--- src/rtl/imem_boot_ctrl.sv ---
// imem_boot_ctrl -- boot/load controller and address-port arbiter for the
// instruction RAM of the single-cycle MIPS core.
//
// In RUN the RAM address follows the CPU fetch PC. A load_start request holds
// the CPU, gathers loader bytes into big-endian words and writes them to
// sequential RAM addresses, then pulses load_done and releases the CPU.
//
// Optional feature macro: IMEM_BOOT_CSUM_EN -- after the data words a 32-bit
// checksum word (XOR of all data words) is received and verified; on mismatch
// load_err is set and the CPU stays held.
//
// Ports:
//   clk, reset        clock, asynchronous active-high reset
//   cpu_pc            CPU byte-address fetch PC
//   load_start        one-cycle load request, load_len sampled with it
//   load_len          number of words to load (0..DEPTH valid)
//   byte_valid/data   loader byte stream; byte_ready = block accepts
//   mem_addr          RAM word address (PC in RUN, word counter otherwise)
//   mem_we/mem_wdata  RAM write strobe (one cycle per word) and data
//   cpu_hold          CPU stall
//   load_done         one-cycle pulse on successful completion
//   load_err          sticky error, cleared by next accepted load_start
module imem_boot_ctrl #(
  parameter int DEPTH  = 64,
  parameter int ADDR_W = 6
) (
  input  logic              clk,
  input  logic              reset,
  input  logic [31:0]       cpu_pc,
  input  logic              load_start,
  input  logic [ADDR_W:0]   load_len,
  input  logic              byte_valid,
  input  logic [7:0]        byte_data,
  output logic              byte_ready,
  output logic [ADDR_W-1:0] mem_addr,
  output logic              mem_we,
  output logic [31:0]       mem_wdata,
  output logic              cpu_hold,
  output logic              load_done,
  output logic              load_err
);

`ifdef IMEM_BOOT_CSUM_EN
  typedef enum logic [1:0] {RUN, LOAD, CHECK, RELEASE} state_t;
`else
  typedef enum logic [1:0] {RUN, LOAD, RELEASE} state_t;
`endif

  localparam logic [ADDR_W:0] DEPTH_L = (ADDR_W+1)'(DEPTH);
  localparam logic [ADDR_W:0] ONE_L   = (ADDR_W+1)'(1);

  state_t          state_q, state_d;
  logic [ADDR_W:0] len_q;
  logic [ADDR_W:0] word_cnt;
  logic [1:0]      byte_cnt;
  logic [23:0]     shreg;     // first three bytes of the word in flight
  logic            hold_q;
  logic            accept;
  logic            word_done; // 4th byte of a word accepted this cycle
  logic            last_word;
  logic            start_ok;
  logic            unused_pc;
`ifdef IMEM_BOOT_CSUM_EN
  logic [31:0]     csum_q;
  logic            csum_ok;
`endif

  assign unused_pc = ^{cpu_pc[31:ADDR_W+2], cpu_pc[1:0]};

  assign accept    = byte_valid & byte_ready;
  assign word_done = accept & (byte_cnt == 2'd3);
  assign last_word = (word_cnt == len_q - ONE_L);
  assign start_ok  = (state_q == RUN) & load_start & (load_len <= DEPTH_L);

  assign mem_addr  = (state_q == RUN) ? cpu_pc[ADDR_W+1:2] : word_cnt[ADDR_W-1:0];
  assign load_done = (state_q == RELEASE);
  assign cpu_hold  = hold_q;

`ifdef IMEM_BOOT_CSUM_EN
  // Checksum bytes may start arriving during the final write cycle; the byte
  // assembler is state-independent so they land in shreg as usual.
  assign byte_ready = (state_q == LOAD) | (state_q == CHECK);
  assign csum_ok    = ({shreg, byte_data} == csum_q);
`else
  // Nothing follows the last word, so refuse bytes during its write cycle.
  assign byte_ready = (state_q == LOAD) & ~(mem_we & last_word);
`endif

  always_comb begin
    state_d = state_q;
    case (state_q)
      RUN: begin
        if (load_start) begin
          if (load_len == '0)           state_d = RELEASE;
          else if (load_len <= DEPTH_L) state_d = LOAD;
        end
      end
      LOAD: begin
        if (mem_we & last_word) begin
`ifdef IMEM_BOOT_CSUM_EN
          state_d = CHECK;
`else
          state_d = RELEASE;
`endif
        end
      end
`ifdef IMEM_BOOT_CSUM_EN
      CHECK: begin
        if (word_done) state_d = csum_ok ? RELEASE : RUN;
      end
`endif
      RELEASE: state_d = RUN;
      default: state_d = RUN;
    endcase
  end

  always_ff @(posedge clk or posedge reset) begin
    if (reset) begin
      state_q   <= RUN;
      len_q     <= '0;
      word_cnt  <= '0;
      byte_cnt  <= '0;
      shreg     <= '0;
      hold_q    <= 1'b0;
      mem_we    <= 1'b0;
      mem_wdata <= '0;
      load_err  <= 1'b0;
`ifdef IMEM_BOOT_CSUM_EN
      csum_q    <= '0;
`endif
    end else begin
      state_q <= state_d;
      mem_we  <= (state_q == LOAD) & word_done;

      if (accept) begin
        byte_cnt <= byte_cnt + 2'd1;
        shreg    <= {shreg[15:0], byte_data};
      end

      if ((state_q == LOAD) & word_done) begin
        mem_wdata <= {shreg, byte_data};
`ifdef IMEM_BOOT_CSUM_EN
        csum_q    <= csum_q ^ {shreg, byte_data};
`endif
      end

      // word_cnt advances at the end of each write cycle
      if ((state_q == LOAD) & mem_we) word_cnt <= word_cnt + ONE_L;

      if (start_ok) begin
        len_q    <= load_len;
        word_cnt <= '0;
        byte_cnt <= '0;
        load_err <= 1'b0;
        hold_q   <= 1'b1;
`ifdef IMEM_BOOT_CSUM_EN
        csum_q   <= '0;
`endif
      end else if ((state_q == RUN) & load_start) begin
        load_err <= 1'b1;
      end

      if (state_q == RELEASE) hold_q <= 1'b0;

`ifdef IMEM_BOOT_CSUM_EN
      // Mismatch: flag error, return to RUN, keep the CPU held.
      if ((state_q == CHECK) & word_done & ~csum_ok) load_err <= 1'b1;
`endif
    end
  end

endmodule
--- config.mk ---
export PLATFORM = sky130hd
export DESIGN_NAME = imem_boot_ctrl
export DESIGN_NICKNAME = d
export VERILOG_FILES = /design/src/rtl/imem_boot_ctrl.sv
export SDC_FILE = /design/constraint.sdc
export NUM_CORES = 1
export LEC_CHECK = 0
export ABC_AREA = 1
export CAP_MARGIN = 20
export CORE_UTILIZATION = 25
export CTS_CLUSTER_DIAMETER = 50
export CTS_CLUSTER_SIZE = 10
export DETAILED_ROUTE_END_ITERATION = 6
export PLACE_DENSITY = 0.46
export SETUP_SLACK_MARGIN = 0.5
export SYNTH_ARGS = -nofsm -noshare
export SYNTH_HDL_FRONTEND = slang
export SYNTH_SLANG_ARGS = --single-unit
--- constraint.sdc ---
create_clock -name clk -period 2.03 [get_ports clk]
set_input_delay 0.203 -clock clk [delete_from_list [all_inputs] [get_ports clk]]
set_output_delay 0.203 -clock clk [all_outputs]
set_load 0.02 [all_outputs]
Yosys cells after proc, flatten, opt, wreduce, memory -nomap -nowiden
Cells that the tools add are included.
{ "word_totals": {"output_inout_bits": 43, "ff_bits": 77, "word_cells": 50, "in_bits": 51} }
{ "classes": {"n_bitwise": 9, "n_lt_le_gt_ge": 1, "eq_ne": 7, "addsub": 3, "n_mux": 14, "n_reduce_logical": 7} }
{ "ops": {"columns": ["op", "count"], "rows": [
  ["$mux W7", 2],
  ["$mux W2", 6],
  ["$and A1 B1 Y1", 8],
  ["$reduce_bool A2 Y1", 4],
  ["$add A7 B1 Y7 const B", 1],
  ["$eq A7 B7 Y1", 1],
  ["$le A7 B7 Y1 const B", 1],
  ["$logic_not A7 Y1", 1],
  ["$sub A7 B1 Y7 const B", 1],
  ["$mux W6", 1],
  ["$eq A2 B2 Y1 const B", 2],
  ["$mux W1", 4],
  ["$pmux W2 S2", 1],
  ["$ne A3 B1 Y1 const B", 1],
  ["$reduce_and A3 Y1", 1],
  ["$add A2 B1 Y2 const B", 1],
  ["$eq A2 B1 Y1 const B", 1],
  ["$logic_not A2 Y1", 1],
  ["$ne A2 B1 Y1 const B", 1],
  ["$ne A2 B2 Y1 const B", 1],
  ["$not A1 Y1", 1]
]} }

Logic depth before layout (Yosys ltp)
Gate-level depths: netlist (run 1).
{ "depth": {"depth_word": 8, "depth_mapped": 15, "ltp_nobuf": 14} }

Worst setup path before layout (run 1)
No wires, ideal clock.
{ "synth_timing": {"kind": "register -> register", "from": "register len_q[0]", "to": "register shreg[10]", "path_buffers": 1, "setup_slack_ns": 0.201, "synth_period_minus_slack_ns": 1.829, "required_time_ns": 1.914, "arrival_ns": 1.712, "setup_ns": 0.116, "path_stages_with_launch": 16, "cell_sequence": "dfrtp_1 -> inv_1 -> ha_1 -> nand2_1 -> inv_1 -> nor2_1 -> nand2_1 -> nor2_1 -> nand2_1 -> nor2_2 -> nand3_4 -> nand2_2 -> nor2_4 -> buf_2 -> nand2_1 -> nand2_1"} }
{ "synth_between": {"elab_chain_len": 6} }
{ "synth_rtl": {"columns": ["element", "line_no", "rtl"], "rows": [
  ["start, declared", "53", "logic [ADDR_W:0] len_q;"],
  ["start signal, assigned", "151", "len_q <= load_len;"],
  ["$sub A7 B1 Y7", "72", "assign last_word = (word_cnt == len_q - ONE_L);"],
  ["$eq A7 B7 Y1", "72", null],
  ["$and A1 B1 Y1", "86", "assign byte_ready = (state_q == LOAD) & ~(mem_we & last_word);"],
  ["$not A1 Y1", "86", null],
  ["$and A1 B1 Y1", "86", null],
  ["$and A1 B1 Y1", "70", "assign accept = byte_valid & byte_ready;"],
  ["end signal, assigned", "137", "shreg <= {shreg[15:0], byte_data};"],
  ["end, declared", "56", "logic [23:0] shreg;"]
]} }
No other way between the ends.
A chain may end at the register's enable or synchronous reset.

Final worst setup path (run 1)
{ "layout_timing": {"from": "register len_q[0]", "to": "output byte_ready"} }
{ "layout_between": {"elab_chain_len": 5} }
{ "layout_rtl": {"columns": ["element", "line_no", "rtl"], "rows": [
  ["$sub A7 B1 Y7", "72", null],
  ["$eq A7 B7 Y1", "72", null],
  ["$and A1 B1 Y1", "86", null],
  ["$not A1 Y1", "86", null],
  ["$and A1 B1 Y1", "86", null],
  ["end, declared", "34", "output logic byte_ready,"]
]} }
No other way between the ends.

==> out/metrics.yaml, run 1 <==
status:
  status: "finished, violations left"
  violations: "negative setup slack"
global_route:
  grt_antenna_before_repair: 0
  grt_pass1_wl_um: 15400
  overflow: 0
  grt_usage_pct: 14.1
  grt_pass1_vias: 3043
  grt_max_degree: 78
place:
  io_buffers: 67
  gp_congestion: 0.787
  dp_hpwl_um: 5540
  placed_area_mm2: 0.00441
worst_setup_path:
  endpoint: "byte_ready"
  worstPathRequired_ns: 1.83
  arrival_ns: 1.88
  start_kind: "register"
  critPathSlowestCell: "dfrtp_1"
  critical_path_peak_fanout: 2
  cp_common_cell: "nand2_1"
  path_buf_inv: 4
  critical_path.cell_chain: "inv_2 > ha_4 > nand2_1 > inv_1 > nor2_1 > nand2_1 > nor2_1 > nand2_1 > nor2_2 > nand3_4 > nand2_4 > inv_4 > buf_6"
  r2r-start: "len_q[0]$_DFFE_PP0P_"
  rr_worst_depth: 17
  critical_path_class: "reg -> out"
  path_delay_family: "simple AND/OR/NAND/NOR gates"
  r2r-end: "shreg[18]$_DFFE_PP0P_"
  startpoint: "len_q[0]$_DFFE_PP0P_"
  reg2reg_slack_ns: -0.03
  worst_setup_path_end_kind: "primary output"
  max_stage_delay_ns: 0.39
  cp_num_cells: 13
synth:
  yosys_warnings: 0
  ys_ff_latch: 77
  synthCells: 407
  netlist_area_mm2: 0.00341
  ys_seq_area_share_pct: 56.6
  synth_cell_types: 28
  synth_ff_type: "dfrtp_1"
  synth_nets: 461
  ys_async_sr_fraction_pct: 100
  avgSynthCellArea_um2: 8.37
  synth-edff-count: 0
route:
  wl_um: 9790
  postRouteAntennaNets: 0
  viasPerCell: 4.24
  drc: 0
  drt_iter0_markers: 145
  wl_per_cell_um: 13.8
  vias: 3000
  dr.pass1.iters: 4
power_and_ir_drop:
  p_leak_uw: 0.00301
  switchingPower_uw: 3020
  power_density_mw_per_mm2: 1390
  p_total_uw: 7740
  switching_share_pct: 39.1
  combPwrFrac_pct: 46.8
  clkPwrFrac_pct: 19.9
  internal_power_uw: 4720
  vdd_drop_max_uv: 588
  share_seq_of_total_power_pct: 33.3
hold_path:
  hp-class: "in -> async"
cts:
  clock_latency_ns: 0.34
  cts.clk_slew.worst_paths_ns: 0.06
  cts_hold_buffers: 0
  htreeDepth: 3
  cts.sink_count: 77
  cts_buffer_depth: 2
  cts_tree: "yes"
  cts_inserted_buffers: 9
  cts_root_buf: "clkbuf_16"
sta:
  skew_ns: 0.00808
  hold_slack_ns: 0.323
  final_max_slew_viol_count: 0
  fmax_mhz: 481
  rsz0062_at_grt: "true"
  tns_ns: -0.379
  relSlewSlack_pct: 69.8
  tightest_slew_ns: 0.453
  worst_slack_ns: -0.0501
  finalCritPeriodShare_pct: 102
  final-setup-viol-count: 29
  hold_viol: 0
  period_minus_slack_ns: 2.08
floorplanning:
  die_w_um: 119
  fp.coreArea_mm2: 0.0132
  die_y_um: 119
  die_area_mm2: 0.0141
  start_util_pct: 25.7
  rows: 42
  io_pins: 94
cells_and_area:
  fin_nets: 581
  layout_commonest_cell: "nand2_1"
  antenna_cells: 0
  syn2layout_area_growth_pct: 63.5
  postLayoutCoreUtil_pct: 42.0
  final_area_mm2: 0.00557
  final_cell_mix: "nand2_1 (165), dfrtp_1 (76), nand2_2 (40)"
  final_layout_size_suffix_gt1_share_pct: 32.5
job:
  drv_cap: 0
[cell families after synthesis]
group           synth area share [%]
fa+ha+maj                       1.10
flops                           56.6
xor+xnor                        1.29
compound gates                  3.34
mux                            0.331
simple gates                    31.7
buf+inv                         5.69
[power by group through the flow]
stage | Clock (µW) | Sequential (µW) | Combinational [µW]
6_report | 1540 | 2570 | 3630
5_1_grt | 1650 | 2670 | 3950
4_1_cts | 1590 | 2550 | 2900
3_5_place_dp | 0 | 2560 | 2700
3_3_place_gp | 0 | 2550 | 2690
2_1_floorplan | 0 | 2840 | 1280
[per-stage QoR]
| step | setup slack, ns | instances |
|---|---|---|
| final | -0.0501 | 708 |
| after global routing | -0.202 | 708 |
| after CTS | -0.0831 | 686 |
| after detailed placement | -0.136 | 657 |
| after global placement | -0.161 | 657 |
| after floorplan | 0.238 | 407 |
[cells in the mapped netlist, types with 2 or more instances]
library cell	count	share of area [%]
nor2_1	18	2.0
nor3_1	3	0.44
buf_6	5	1.7
ha_1	3	1.1
nand2_1	216	24
inv_2	2	0.22
buf_2	5	0.73
nor2_4	2	0.66
nor2_2	3	0.55
a21oi_1	5	0.73
xor2_1	3	0.77
nand3_4	2	1.0
xnor2_1	2	0.51
dfrtp_1	77	57
nand3_1	10	1.5
inv_1	25	2.8
o21ai_0	15	2.2
[how the worst min path moves through the flow]
stage	start	end	slack, ns
floorplan	byte_data[0]	mem_wdata[0]$_DFFE_PP0P_	0.31
global placement	shreg[23]$_DFFE_PP0P_	mem_wdata[31]$_DFFE_PP0P_	0.45
detailed placement	mem_wdata[6]$_DFFE_PP0P_	mem_wdata[6]$_DFFE_PP0P_	0.46
CTS	reset	word_cnt[1]$_DFFE_PP0P_	0.35
global route	reset	len_q[0]$_DFFE_PP0P_	0.37
finish	reset	len_q[0]$_DFFE_PP0P_	0.32
[state kept, by name (all words and copies together), names as in the netlist]
name	cells
byte_cnt	2
cpu_hold	1
len_q	7
load_err	1
mem_wdata	32
mem_we	1
shreg	24
state_q	2
word_cnt	7
[final cells by class]
| cell class | instances | area (µm²) |
|---|---|---|
| clock inverter | 7 | 57.6 |
| fill | 1357 | 7670 |
| tap | 176 | 220 |
| inverter | 27 | 115 |
| sequential | 77 | 1930 |
| clock buffer | 9 | 225 |
| timing repair buffer | 117 | 1310 |
| multi-input combinational | 295 | 1710 |
[per-layer routing]
layer / global-route usage (%) / vias to the layer above / share of wire, %
li1: - / 1493 / -
met1: 18.5 / 1434 / 47
met2: 21.9 / 60 / 47
met3: 3.28 / 13 / 4.3
met4: 6.65 / 0 / 1.6
met5: 0 / - / 0
[worst reg2reg max path, stage by stage, from the launching register on]
cell	delay [ns]
dfrtp_1	0.39
inv_2	0.08
ha_4	0.20
nand2_1	0.06
inv_1	0.03
nor2_1	0.07
nand2_1	0.06
nor2_1	0.10
nand2_1	0.07
nor2_2	0.14
nand3_4	0.10
nand2_4	0.09
buf_4	0.10
buf_6	0.12
nor2_4	0.06
clkbuf_16	0.17
nand2_2	0.06
nand2_1	0.05
[what timing repair did]
item	in CTS	in global routing
endpoints found under the setup margin	89	103
setup buffers	10	17
cloned	3	5
pin swaps	13	18
resized for setup	77	148
Power figures use the tool's default switching activity.
==> run 2: changes to the inputs <==
CAP_MARGIN = 0   (was 20)
==> results of run 2 <==
Same layout as run 1: the final DEF is identical, and so are final timing and power.
==> patch 1: new RTL, settings of run 2 <==
Change the parameter `ADDR_W` from 6 to 5.
--- a/src/rtl/imem_boot_ctrl.sv
+++ b/src/rtl/imem_boot_ctrl.sv
@@ -22,7 +22,7 @@
 //   load_err          sticky error, cleared by next accepted load_start
 module imem_boot_ctrl #(
   parameter int DEPTH  = 64,
-  parameter int ADDR_W = 6
+  parameter int ADDR_W = 5
 ) (
   input  logic              clk,
   input  logic              reset,
Ports: changed (resized load_len and mem_addr); port bits go from 94 to 92. The function was not compared with the original's and may differ.
==> patch 1 against run 2 <==
  * First-iteration DRC count decreased by 37%
  * Core utilization decreased by 3.9 points
  * Area after synthesis decreased by 1.4%
  * Design area decreased by 12%
  * Critical endpoint unchanged
  * Count of clock-buffer cells in the layout unchanged
  * Die area decreased by 1.4%
  * Routed wire length decreased by 8.5%
  * Sequential cell count decreased by 2
  * Non-clock buffer count decreased by 22
  * Setup slack improved by 230 ps
Power is not compared: it rests on default switching activity, and its combinational part moved more than twofold at a synthesized area within 25%.
==> patch 1: results <==
[cts]
post_cts_buffers = 7
cts-resized-gates = 55
clock-sinks = 75

[placement]
place_ws_ps = 16.62
hpwl_um = 5416
portBuffers = 64
routabilityCongestion = 0.7625
place_inst = 624
placed_cell_area_um2 = 4268

[critical_path]
reg2reg_depth = 14
cp.arrival_ps = 1650
start_kind = "register"
r2r_end = "shreg[5]"
r2r_setup_slack_ps = 190
cpPeakStageDelay_ps = 360
critPathTopFamily = "buffers and inverters"
crit_fanout = 3

[global_routing]
grt_pass1_wl_um = 14550
antenna_found_initial = 0
grt_max_degree = 76
grt_pass1_vias = 2845
grt_usage = 0.1325

[synthesis]
netlist_top_cells_area = "dfrtp_1, nand2_1, nand4_1"
netlist_top_cells_count = "nand2_1, dfrtp_1, nand4_1, inv_1, nor2_1"
avgSynthCellArea_um2 = 8.567
synth_fp_nets = 445
ys_seq_area_frac = 0.5589
yosysUniqueCellTypes = 30

[layout]
drive_gt1_frac = 0.1876
buffers = 95
syn_to_final_growth_pct = 46.20
seq-cell-share = 0.3823
multiInputCombCellCount = 273
final_nets = 533
clock_area_frac = 0.06651
nNonClkInverters = 26
multi_input_area_um2 = 1345
fillers = 1341
buffer_area_frac = 0.2077

[routing]
wl_per_cell_um = 13.64
drt_first_pass_iters = 5
wl_um = 8959
drt_iter0_drc = 91
via_count = 2877

[run_status]
status = "complete, no violations"

[die]
dieArea_um2 = 13900

[timing]
fin_skew_ps = 9.030
worst_pin_slew_ps = 406.2
fmax_ghz = 0.5397

[power_and_ir_drop]
ir_worst_vdd_mv = 0.4022
-- patch 1: per-layer routing --
metal  vias up  routed length (um)  track usage
met5         -                   0            0
met4         0                 132      0.05529
met3        12                 344      0.03295
met2        52                4103       0.1996
met1      1370                4378       0.1800
li1       1443                   -            -
-- patch 1: tightest hold or removal path: cells and delay by family --
kind	cells	cell delay, ps
buffers and inverters	3	880
-- patch 1: kinds of logic (layout without fill, tap and decap cells) --
| logic type | Yosys count | in the layout | synth area share |
|---|---|---|---|
| flops | 75 | 75 | 0.5589 |
| fa+ha+maj | 3 | 3 | 0.01118 |
| compound gates | 19 | 19 | 0.03242 |
| xor+xnor | 3 | 3 | 0.007826 |
| simple gates | 248 | 248 | 0.3264 |
| buf+inv | 44 | 137 | 0.06334 |
-- patch 1: stage by stage --
stage	hold slack (ps)	total power [uW]
3_3_place_gp	462.9	1885
3_5_place_dp	464.9	1889
5_1_grt	367.5	3797
2_1_floorplan	312.6	1756
4_1_cts	357.7	3648
6_report	328.3	3633
==> patch 2: new RTL, settings of run 2 <==
Without the edit above. Make the reset (`reset`) synchronous in one clocked block. Comments in the files are not updated.
--- a/src/rtl/imem_boot_ctrl.sv
+++ b/src/rtl/imem_boot_ctrl.sv
@@ -114,7 +114,7 @@
     endcase
   end
 
-  always_ff @(posedge clk or posedge reset) begin
+  always_ff @(posedge clk) begin
     if (reset) begin
       state_q   <= RUN;
       len_q     <= '0;
Check against the original RTL: differs if reset is asserted again (counterexample within 4 cycles, from zero or initial values and one cycle with reset high); with reset held inactive, the same outputs for 10 cycles.
==> patch 2 against run 2 <==
  * Routed wire length down 0.87%
  * Die area shrank 4.6%
  * Sequential cell count did not move
  * Area after synthesis decreased by 4.7%
  * Setup slack improved by 150 ps
  * Design area decreased by 5.4%
  * Critical endpoint unchanged
Power is not compared: it rests on default switching activity, and its combinational part moved more than twofold at a synthesized area within 25%.
==> patch 2: results <==
[routing]
via_count = 3154
drt_iter0_drc = 118
wl_um = 9701

[synthesis]
netlist_top_cells_count = "nand2_1, dfxtp_1, nand3_1, nor2_1, a21oi_1"
synth_fp_nets = 502
netlist_top_cells_area = "dfxtp_1, nand2_1, nand3_1"
avgSynthCellArea_um2 = 7.247
yosysUniqueCellTypes = 25
synthArstFlopShare = 0
ys_seq_area_frac = 0.4748
ys.flop_type = "dfxtp_1"

[layout]
stdcell_count = 712
drive_gt1_frac = 0.3333
final_nets = 589
fillers = 1304

[critical_path]
timing.critical_path.from = "len_q[1]"
worstSetupEndpoint = "byte_ready"
reg2reg_depth = 16
cp.arrival_ps = 1730
r2r_end = "mem_wdata[18]"
r2r_start = "len_q[1]"
r2r_setup_slack_ps = 100

[placement]
portBuffers = 67
placed_cell_area_um2 = 4138
place_inst = 676
hpwl_um = 5853
routabilityCongestion = 0.7950

[global_routing]
grt_usage = 0.1483
grt_pass1_wl_um = 15010
grt_pass1_vias = 2923
grt_max_degree = 33

[power_and_ir_drop]
leakage_uw = 0.002421

[timing]
relSlewSlack = 0.6959
fin_skew_ps = 6.173

[min_path]
hold_path_class = "primary input to register"

[run_status]
status = "complete, no violations"

[cts]
cts_max_path_buffers = 2
patch 2: cell count changes after synthesis, sizes merged, moves of 4 or more:
cell	delta
inv	+7
dfrtp	-77
nand2	-79
nand3	+51
o21ai	-4
clkbuf	+7
dfxtp	+77
nor2	+23
buf	+5
a21oi	+31
patch 2: routing by layer:
metal,GRT usage,wire length [um],part of all wire,up-vias
li1,-,-,-,1611
met1,0.1948,4666,0.48,1470
met2,0.2325,4418,0.46,62
met3,0.04812,452,0.047,11
met4,0.04103,163,0.017,0
met5,0,0,0,-
patch 2: final cells by class:
cell class,count,area (um^2),share of cell area
inverter,34,132.6,0.02518
tap,172,215.2,0.04086
clock inverter,6,62.56,0.01188
timing repair buffer,99,1151,0.2186
multi-input combinational,314,1929,0.3664
clock buffer,10,229.0,0.04348
sequential,77,1546,0.2937
patch 2: logic make-up after synthesis:
family          synth area share
buf+inv                  0.08092
flops                     0.4748
fa+ha+maj                0.01156
xor+xnor                 0.02158
compound gates           0.07823
simple gates              0.3329
patch 2: power by group:
part / switching (uW) / internal (uW)
registers: 43.3 / 1550
logic: 441 / 372
clock network: 652 / 952
total: 1140 / 2880
patch 2: how the worst min path moves through the flow:
stage	depth (start not counted)	end	startpoint
after floorplan	2	mem_wdata[1]	byte_data[1]
after global placement	2	shreg[19]	shreg[19]
after detailed placement	2	shreg[17]	shreg[17]
after CTS	3	mem_wdata[6]	byte_data[6]
after global routing	3	mem_wdata[2]	byte_data[2]
final	3	mem_wdata[2]	byte_data[2]
patch 2: critical path: stages (launching register included):
cell and delay [ps]:
dfxtp_2 330, inv_2 50, ha_4 260, inv_2 30
nand2_1 50, nand2_1 50, nor2_2 90, o21ai_1 80
nor2_1 120, nand2_2 80, nand2_2 60, inv_2 50
buf_6 120
patch 2: per-stage QoR:
step                total power [uW]  worst slack (ps)  TNS (ps)  utilization  hold WS (ps)
floorplan                       1955             372.5         0            -         306.1
global placement                2156            -32.67    -34.19       0.3279         454.2
detailed placement              2158            -39.58    -39.58       0.3279         455.7
CTS                             3867             39.16         0       0.3724         432.1
global route                    4192            -84.09    -988.6       0.4173         450.1
finish                          4012             97.31         0       0.4173         452.6
patch 2: timing repair:
item | CTS | global route
gates cloned | 5 | 1
resized for setup | 64 | 165
buffers inserted | 11 | 3
pin swaps | 7 | 44
endpoints found under the setup margin | 89 | 87
